**config.mk**
```make
export PLATFORM = sky130hd
export DESIGN_NAME = mem_stage_flat
export DESIGN_NICKNAME = d
export VERILOG_FILES = /design/src/rtl/mem_stage_if.sv /design/src/rtl/mem_stage.sv /design/src/flat_wrapper.sv
export SDC_FILE = /design/constraint.sdc
export NUM_CORES = 1
export LEC_CHECK = 0
export BUFFER_PORTS_ARGS = -buffer_cell sky130_fd_sc_hd__buf_2
export CORE_ASPECT_RATIO = 2
export CORE_MARGIN = 1
export CORE_UTILIZATION = 45
export DETAILED_ROUTE_END_ITERATION = 10
export GPL_TIMING_DRIVEN = 0
export PLACE_DENSITY_LB_ADDON = 0.25
export SLEW_MARGIN = 20
export SYNTH_ARGS = -nofsm -noshare
export SYNTH_HDL_FRONTEND = slang
export SYNTH_SLANG_ARGS = --single-unit
export TNS_END_PERCENT = 1
```
**constraint.sdc**
```tcl
create_clock -name clk -period 2.2 [get_ports clk]
set_input_delay 0.44 -clock clk [delete_from_list [all_inputs] [get_ports clk]]
set_output_delay 0.44 -clock clk [all_outputs]
set_load 0.01 [all_outputs]
```
**src/rtl/mem_stage_if.sv**
```systemverilog
// Bundles the execute-side, data-memory and write-back signals of the memory stage.
interface mem_stage_if;
  logic        ex_valid;
  logic        ex_ready;
  logic [4:0]  ex_op;
  logic [15:0] ex_alu_out;
  logic [15:0] ex_store_data;
  logic [2:0]  ex_wr_reg;
  logic        ex_wr_en;

  logic [15:0] mem_addr;
  logic [15:0] mem_wdata;
  logic        mem_rd;
  logic        mem_wr;
  logic [15:0] mem_rdata;
  logic        mem_done;

  logic        wb_valid;
  logic [15:0] wb_data;
  logic [2:0]  wb_reg;
  logic        wb_wr_en;
  logic        wb_err;

  // Environment view: drives instructions and memory responses.
  modport master (
    output ex_valid, ex_op, ex_alu_out, ex_store_data, ex_wr_reg, ex_wr_en,
    output mem_rdata, mem_done,
    input  ex_ready, mem_addr, mem_wdata, mem_rd, mem_wr,
    input  wb_valid, wb_data, wb_reg, wb_wr_en, wb_err
  );

  // Stage view.
  modport slave (
    input  ex_valid, ex_op, ex_alu_out, ex_store_data, ex_wr_reg, ex_wr_en,
    input  mem_rdata, mem_done,
    output ex_ready, mem_addr, mem_wdata, mem_rd, mem_wr,
    output wb_valid, wb_data, wb_reg, wb_wr_en, wb_err
  );
endinterface

```
**src/rtl/mem_stage.sv**
```systemverilog
// Memory-access stage: runs the LD/ST/STU request/done handshake with data memory
// and emits one write-back record per accepted instruction.
module mem_stage #(
  parameter int         TIMEOUT = 16,
  parameter logic [4:0] OP_ST   = 5'd8,
  parameter logic [4:0] OP_LD   = 5'd9,
  parameter logic [4:0] OP_STU  = 5'd10
) (
  input logic        clk,
  input logic        rst,
  mem_stage_if.slave bus
);

  typedef enum logic {IDLE, ACCESS} state_t;

  localparam logic [7:0] TIMEOUT_C = 8'(TIMEOUT);

  state_t      state_q, state_d;
  logic [7:0]  cnt_q, cnt_d;
  logic        ld_q, ld_d;
  logic        stu_q, stu_d;
  logic [2:0]  reg_q, reg_d;
  logic        wren_q, wren_d;
  logic [15:0] addr_q, addr_d;
  logic [15:0] wdata_q, wdata_d;
  logic        rd_q, rd_d;
  logic        wr_q, wr_d;
  logic        wb_valid_q, wb_valid_d;
  logic [15:0] wb_data_q, wb_data_d;
  logic [2:0]  wb_reg_q, wb_reg_d;
  logic        wb_wr_en_q, wb_wr_en_d;
  logic        wb_err_q, wb_err_d;
  logic        is_mem;

  assign is_mem = (bus.ex_op == OP_LD) || (bus.ex_op == OP_ST) || (bus.ex_op == OP_STU);

  always_ff @(posedge clk) begin
    if (rst) begin
      state_q    <= IDLE;
      cnt_q      <= '0;
      ld_q       <= 1'b0;
      stu_q      <= 1'b0;
      reg_q      <= '0;
      wren_q     <= 1'b0;
      addr_q     <= '0;
      wdata_q    <= '0;
      rd_q       <= 1'b0;
      wr_q       <= 1'b0;
      wb_valid_q <= 1'b0;
      wb_data_q  <= '0;
      wb_reg_q   <= '0;
      wb_wr_en_q <= 1'b0;
      wb_err_q   <= 1'b0;
    end else begin
      state_q    <= state_d;
      cnt_q      <= cnt_d;
      ld_q       <= ld_d;
      stu_q      <= stu_d;
      reg_q      <= reg_d;
      wren_q     <= wren_d;
      addr_q     <= addr_d;
      wdata_q    <= wdata_d;
      rd_q       <= rd_d;
      wr_q       <= wr_d;
      wb_valid_q <= wb_valid_d;
      wb_data_q  <= wb_data_d;
      wb_reg_q   <= wb_reg_d;
      wb_wr_en_q <= wb_wr_en_d;
      wb_err_q   <= wb_err_d;
    end
  end

  always_comb begin
    state_d    = state_q;
    cnt_d      = cnt_q;
    ld_d       = ld_q;
    stu_d      = stu_q;
    reg_d      = reg_q;
    wren_d     = wren_q;
    addr_d     = addr_q;
    wdata_d    = wdata_q;
    rd_d       = rd_q;
    wr_d       = wr_q;
    wb_valid_d = 1'b0;
    wb_data_d  = wb_data_q;
    wb_reg_d   = wb_reg_q;
    wb_wr_en_d = wb_wr_en_q;
    wb_err_d   = wb_err_q;

    case (state_q)
      IDLE: begin
        if (bus.ex_valid) begin
          if (!is_mem) begin
            wb_valid_d = 1'b1;
            wb_data_d  = bus.ex_alu_out;
            wb_reg_d   = bus.ex_wr_reg;
            wb_wr_en_d = bus.ex_wr_en;
            wb_err_d   = 1'b0;
          end else if (bus.ex_alu_out[0]) begin
            // Misaligned word access faults without touching memory.
            wb_valid_d = 1'b1;
            wb_data_d  = bus.ex_alu_out;
            wb_reg_d   = bus.ex_wr_reg;
            wb_wr_en_d = 1'b0;
            wb_err_d   = 1'b1;
          end else begin
            state_d = ACCESS;
            cnt_d   = '0;
            ld_d    = (bus.ex_op == OP_LD);
            stu_d   = (bus.ex_op == OP_STU);
            reg_d   = bus.ex_wr_reg;
            wren_d  = bus.ex_wr_en;
            addr_d  = bus.ex_alu_out;
            wdata_d = bus.ex_store_data;
            rd_d    = (bus.ex_op == OP_LD);
            wr_d    = (bus.ex_op != OP_LD);
          end
        end
      end
      ACCESS: begin
        cnt_d = cnt_q + 8'd1;
        // Completion takes priority over a timeout landing on the same edge.
        if (bus.mem_done) begin
          state_d    = IDLE;
          rd_d       = 1'b0;
          wr_d       = 1'b0;
          wb_valid_d = 1'b1;
          wb_reg_d   = reg_q;
          wb_err_d   = 1'b0;
          wb_data_d  = ld_q ? bus.mem_rdata : addr_q;
          wb_wr_en_d = ld_q ? wren_q : stu_q;
        end else if (cnt_d == TIMEOUT_C) begin
          state_d    = IDLE;
          rd_d       = 1'b0;
          wr_d       = 1'b0;
          wb_valid_d = 1'b1;
          wb_data_d  = addr_q;
          wb_reg_d   = reg_q;
          wb_wr_en_d = 1'b0;
          wb_err_d   = 1'b1;
        end
      end
      default: state_d = IDLE;
    endcase
  end

  assign bus.ex_ready  = (state_q == IDLE);
  assign bus.mem_addr  = addr_q;
  assign bus.mem_wdata = wdata_q;
  assign bus.mem_rd    = rd_q;
  assign bus.mem_wr    = wr_q;
  assign bus.wb_valid  = wb_valid_q;
  assign bus.wb_data   = wb_data_q;
  assign bus.wb_reg    = wb_reg_q;
  assign bus.wb_wr_en  = wb_wr_en_q;
  assign bus.wb_err    = wb_err_q;

endmodule

```
**src/flat_wrapper.sv**
```systemverilog
// flat-port wrapper written by rule: the top's interface ports become plain ports
module mem_stage_flat 
#(
  parameter int         TIMEOUT = 16,
  parameter logic [4:0] OP_ST   = 5'd8,
  parameter logic [4:0] OP_LD   = 5'd9,
  parameter logic [4:0] OP_STU  = 5'd10
)
  (clk, rst, bus_ex_valid, bus_ex_op, bus_ex_alu_out, bus_ex_store_data, bus_ex_wr_reg, bus_ex_wr_en, bus_mem_rdata, bus_mem_done, bus_ex_ready, bus_mem_addr, bus_mem_wdata, bus_mem_rd, bus_mem_wr, bus_wb_valid, bus_wb_data, bus_wb_reg, bus_wb_wr_en, bus_wb_err);
  mem_stage_if bus_i ();
  input logic clk;
  input logic rst;
  input wire logic [$bits(bus_i.ex_valid)-1:0] bus_ex_valid;
  input wire logic [$bits(bus_i.ex_op)-1:0] bus_ex_op;
  input wire logic [$bits(bus_i.ex_alu_out)-1:0] bus_ex_alu_out;
  input wire logic [$bits(bus_i.ex_store_data)-1:0] bus_ex_store_data;
  input wire logic [$bits(bus_i.ex_wr_reg)-1:0] bus_ex_wr_reg;
  input wire logic [$bits(bus_i.ex_wr_en)-1:0] bus_ex_wr_en;
  input wire logic [$bits(bus_i.mem_rdata)-1:0] bus_mem_rdata;
  input wire logic [$bits(bus_i.mem_done)-1:0] bus_mem_done;
  output wire logic [$bits(bus_i.ex_ready)-1:0] bus_ex_ready;
  output wire logic [$bits(bus_i.mem_addr)-1:0] bus_mem_addr;
  output wire logic [$bits(bus_i.mem_wdata)-1:0] bus_mem_wdata;
  output wire logic [$bits(bus_i.mem_rd)-1:0] bus_mem_rd;
  output wire logic [$bits(bus_i.mem_wr)-1:0] bus_mem_wr;
  output wire logic [$bits(bus_i.wb_valid)-1:0] bus_wb_valid;
  output wire logic [$bits(bus_i.wb_data)-1:0] bus_wb_data;
  output wire logic [$bits(bus_i.wb_reg)-1:0] bus_wb_reg;
  output wire logic [$bits(bus_i.wb_wr_en)-1:0] bus_wb_wr_en;
  output wire logic [$bits(bus_i.wb_err)-1:0] bus_wb_err;
  assign bus_i.ex_valid = bus_ex_valid;
  assign bus_i.ex_op = bus_ex_op;
  assign bus_i.ex_alu_out = bus_ex_alu_out;
  assign bus_i.ex_store_data = bus_ex_store_data;
  assign bus_i.ex_wr_reg = bus_ex_wr_reg;
  assign bus_i.ex_wr_en = bus_ex_wr_en;
  assign bus_i.mem_rdata = bus_mem_rdata;
  assign bus_i.mem_done = bus_mem_done;
  assign bus_ex_ready = bus_i.ex_ready;
  assign bus_mem_addr = bus_i.mem_addr;
  assign bus_mem_wdata = bus_i.mem_wdata;
  assign bus_mem_rd = bus_i.mem_rd;
  assign bus_mem_wr = bus_i.mem_wr;
  assign bus_wb_valid = bus_i.wb_valid;
  assign bus_wb_data = bus_i.wb_data;
  assign bus_wb_reg = bus_i.wb_reg;
  assign bus_wb_wr_en = bus_i.wb_wr_en;
  assign bus_wb_err = bus_i.wb_err;
  mem_stage #(.TIMEOUT(TIMEOUT), .OP_ST(OP_ST), .OP_LD(OP_LD), .OP_STU(OP_STU)) u_core (.clk(clk), .rst(rst), .bus(bus_i));
endmodule
```
Word-level counts from Yosys, hierarchy flattened
Cells that the tools add are included.

$add $sub $neg: 1. Multipliers: 0. Divide/modulo/power cells: 0. Magnitude comparators: 0. Equality and inequality tests: 10. Shift operators: 0. Multiplexer cells: 51. Bitwise gates (word level): 2. Reductions and logical operators: 6.

Operators by type and width (number): 16-bit 2-to-1 mux (6); 16-bit case mux with 2 select lines (1); 1-bit 2-to-1 mux (28); 8-bit 2-to-1 mux (3); 8-bit case mux with 2 select lines (1); 5-bit by 4-bit == test with 1-bit output (second input constant) (3); 3-bit 2-to-1 mux (5); 1-bit case mux with 2 select lines (6); 8-bit by 1-bit adder with 8-bit output (second input constant) (1); 8-bit by 5-bit == test with 1-bit output (second input constant) (1); 4-bit AND reduction (2); 3-bit inequality test (second input constant) (2); 3-bit case mux with 2 select lines (1); 3-bit AND reduction (2); 5-bit by 4-bit inequality test with 1-bit output (second input constant) (1); 2-bit inequality test (second input constant) (2); 1-bit logical OR (2); 2-bit by 1-bit inequality test with 1-bit output (second input constant) (1); 1-bit inverter (2).

Bits in registers: 70. Latch bits: 0. Memory bits (writable): 0. ROM bits: 0. Bits of input ports: 61. Logic and storage cells: 85. Memories kept: 0.

Depth between registers and ports, before layout
Depth after elaboration: 6. Gate-level depth with buffers: 9. Gate-level depth less buffers: 6.

Worst setup path after synthesis
No wires, ideal clock.

Kind: reg-to-reg. From: register u_core.cnt_q[0]. To: register u_core.wb_data_q[13] (netlist: u_core.bus.wb_data[13]). Arrival: 2.026 ns. Path slack: 0.036 ns. Stages on the path, launching flop included: 9. Path buffers: 2. Clock period less this slack: 2.164 ns. Path through: dfxtp_1 -> ha_1 -> or3_1 -> a211o_1 -> a2111o_1 -> buf_2 -> buf_6 -> nand3_1 -> a21oi_2.

Longest elaborated chain between the ends: 4.

Ends and longest elaborated chain: from (decl) (RTL line mem_stage.sv:19) `logic [7:0] cnt_q, cnt_d;`; from (signal assigned) (RTL line mem_stage.sv:56) `cnt_q <= cnt_d;`; 8-bit by 1-bit adder with 8-bit output (RTL line mem_stage.sv:121) `cnt_d = cnt_q + 8'd1;`; 8-bit by 5-bit == test with 1-bit output (RTL line mem_stage.sv:132) `end else if (cnt_d == TIMEOUT_C) begin`; 3-bit inequality test (no line); 3-bit AND reduction (no line); to (signal assigned) (RTL line mem_stage.sv:66) `wb_data_q <= wb_data_d;`; to (decl) (RTL line mem_stage.sv:29) `logic [15:0] wb_data_q, wb_data_d;`.

No other way between the ends. A chain may end at the register's enable or synchronous reset.

Final worst setup path
From: register u_core.cnt_q[1]. To: register u_core.wb_data_q[4] (netlist: u_core.bus.wb_data[4]).

The elaborated chain is that of the path after synthesis.

==> out/qor.yml <==
placed_design:
  gpl.final_weighted_congestion: 0.899
  port_buf_inserts: 114
  preCtsSetupSlack_ns: -0.375
  dp_hpwl_um: 7590
  postPlaceCellArea_um2: 4030
layout:
  n_antenna_cell: 0
  share_of_layout_cells_above_drive_strength_1: 0.388
  final_net_count: 600
  final_area_um2: 4500
  area_growth_syn_to_layout_pct: 34.6
  n_fill_cell: 673
setup_path:
  worst-path-buf-inv: 2
  timing.setup.critical_path_class: "register to register"
  crit_path_max_fanout: 10
  cp_slowest_cell: "a2111o_1"
  timing.critical_path.max_delay_family: "compound AO/OA/AOI/OAI gates"
  worstPathRequired_ns: 2.40
  timing.critical_path.cells: "ha_4 -> or3_1 -> a211o_1 -> a2111o_1 -> buf_6 -> buf_12 -> nand3_1 -> a21oi_2"
  timing.critical_path.to_type: "register"
  critical-path-max-stage-delay_ns: 0.46
  critical_path_arrival_ns: 2.45
  cp-start-kind: "register"
grt:
  grtUsageTotal: 0.273
  grt_antenna_before_repair: 0
  grt_max_degree: 11
  via_count_of_the_first_global_routing_pass: 3328
  grt-ovfl-total: 0
  grt_first_pass_wirelength_um: 16100
floorplan:
  die-width_um: 63.0
  initial_core_util: 0.464
  die_h_um: 124
  row_count: 44
  coreArea_um2: 7210
  io_pins: 118
  floorplan.die_area_um2: 7800
outcome:
  failed_checks: "negative setup slack"
  status: "complete, but fails checks"
power:
  design_power_total_uw: 3060
  ir_worst_vdd_mv: 0.577
  total_leakage_power_uw: 0.00175
  p_per_area_nw_per_um2: 679
sta:
  timing.final.hold_violations: 0
  fmax_ghz: 0.445
  final.period_utilization: 1.02
  setup_viol: 14
  finalClockSkew_ns: 0.00497
  grt_setup_unrepaired: "yes"
  final_critical_path_setup_slack_ns: -0.0483
  tightestPinTransition_ns: 0.909
  min_period_ns: 2.25
  timing_max_transition_violations_final: 0
  max-slew-margin-rel: 0.386
clock_tree:
  cts_tree: "done"
  cts-buffers-inserted: 9
  clock_sinks: 70
  worst_skew_pair.late_latency_ns: 0.33
  h-tree-depth: 3
  ctsLongestPathBuffers: 2
  ctsRootBufferMaster: "clkbuf_16"
  cts.clk_slew.worst_paths_ns: 0.05
synthesis:
  ys.flop_type: "dfxtp_1"
  ys_seq_elements: 70
  synth.yosys.warnings: 0
  synth.cell_area_um2: 3340
  synth_seq_area_share: 0.419
  syn-instance-count: 405
  synth_enable_flop_cells: 0
  cell_variety_after_synth: 49
  postSynth.asyncResetShare: 0
  syn-num-nets: 467
  postSynthAreaPerCell_um2: 8.26
detailed_routing:
  antenna_violating_nets_post_route: 0
  routed_wirelength_um: 10600
  via_per_inst: 5.66
  drc_errors: 0
  via_count: 3583
  first_pass_iteration_count_of_the_detailed_router: 8
  dr.first_iter.drc_count: 270
  routed_wire_length_per_instance_um: 16.8
job:
  max-cap-violations: 0
worst_hold_path:
  min-delay-path-class: "primary input to register"
## cell usage after synthesis (2+ instances only)
master | count | share of area
o21a_1 | 2 | 0.0045
a2111o_1 | 2 | 0.0067
dfxtp_1 | 70 | 0.42
nand3_1 | 48 | 0.072
o21ai_0 | 7 | 0.010
mux2i_1 | 6 | 0.018
inv_1 | 4 | 0.0045
a211oi_2 | 4 | 0.015
nand2_1 | 97 | 0.11
a21oi_1 | 44 | 0.066
a31oi_1 | 7 | 0.013
nor3_1 | 6 | 0.0090
clkbuf_1 | 21 | 0.024
o221ai_2 | 15 | 0.067
buf_6 | 3 | 0.010
a21oi_2 | 16 | 0.042
nor2_1 | 10 | 0.011
buf_2 | 8 | 0.012
buf_1 | 2 | 0.0022
and2_1 | 2 | 0.0037
nand3b_1 | 2 | 0.0045
a311oi_1 | 2 | 0.0052
## report_power, final
part	internal, uW	switching, uW
Sequential	1300	22.6
Combinational	126	175
Clock	927	508
Total	2350	705
## worst register-to-register path, stage by stage (launching register included)
cell,delay (ns)
dfxtp_4,0.35
ha_4,0.18
or3_1,0.31
a211o_1,0.36
a2111o_1,0.46
buf_6,0.15
buf_12,0.14
nand3_1,0.10
a21oi_2,0.06
## through the flow
step | utilization | hold slack, ns | std cells | TNS (ns)
3_3_place_gp | 0.559 | 0.439 | 611 | -9.17
3_5_place_dp | 0.559 | 0.445 | 611 | -11.33
2_1_floorplan | - | 0.431 | 405 | 0
6_report | 0.624 | 0.344 | 633 | -0.333
5_1_grt | 0.624 | 0.354 | 633 | -1.42
4_1_cts | 0.603 | 0.337 | 625 | -0.0140
## final timing paths
| kind | from | slack, ns | end | depth (start not counted) |
|---|---|---|---|---|
| worst min register to register | u_core.bus.mem_wdata[13]$_SDFFE_PP0P_ | 0.45 | u_core.bus.mem_wdata[13]$_SDFFE_PP0P_ | 2 |
| worst max register to register | u_core.cnt_q[1]$_SDFFE_PP0P_ | -0.05 | u_core.bus.wb_data[4]$_SDFFE_PP0P_ | 8 |
| worst max-delay path | u_core.cnt_q[1]$_SDFFE_PP0P_ | -0.05 | u_core.bus.wb_data[4]$_SDFFE_PP0P_ | 8 |
| worst min-delay path | bus_ex_store_data[12] | 0.34 | u_core.bus.mem_wdata[12]$_SDFFE_PP0P_ | 3 |
## cells in the final DEF, fill, tap and decap left out, drive strengths merged, types with 4 or more instances in the layout
cell,count
mux2i,6
nand2,98
inv,4
a211oi,5
clkbuf,37
nor3,6
dfxtp,70
nand3,48
a31oi,7
a21oi,60
o221ai,15
buf,135
nor2,10
o21ai,8
## cells by family (layout without fill, tap and decap cells)
logic type,after synthesis,in the layout,share of synthesized area
buf+inv,41,177,0.0610
mux,6,6,0.0180
compound gates,109,109,0.260
simple gates,177,177,0.237
other cells,1,1,0.00112
flops,70,70,0.419
fa+ha+maj,1,1,0.00374
## routing by layer
layer	global-route usage	vias up	wire length [um]
li1	-	1702	-
met1	0.281	1709	3920
met2	0.494	142	5790
met3	0.0485	30	526
met4	0.192	0	411
met5	0	-	0
## area by class of cell
| cell class | count | area [um^2] | area share |
|---|---|---|---|
| multi-input cells | 294 | 1820 | 0.405 |
| flip-flops and latches | 70 | 1410 | 0.313 |
| repair buffers | 122 | 634 | 0.141 |
| clock buffers | 13 | 260 | 0.0578 |
| plain buffers | 37 | 218 | 0.0483 |
| well taps | 92 | 115 | 0.0256 |
| clock inverters | 1 | 30.0 | 0.00667 |
| inverters | 4 | 15.0 | 0.00333 |
## what timing repair did
action                     in CTS  in global routing
hold buffers                    0                  0
pin swaps                       1                 11
setup buffers                   0                  7
setup endpoints to repair      37                 55
gates resized for setup        10                 24
gates cloned                    0                  1
(Power assumes the default switching activity.)
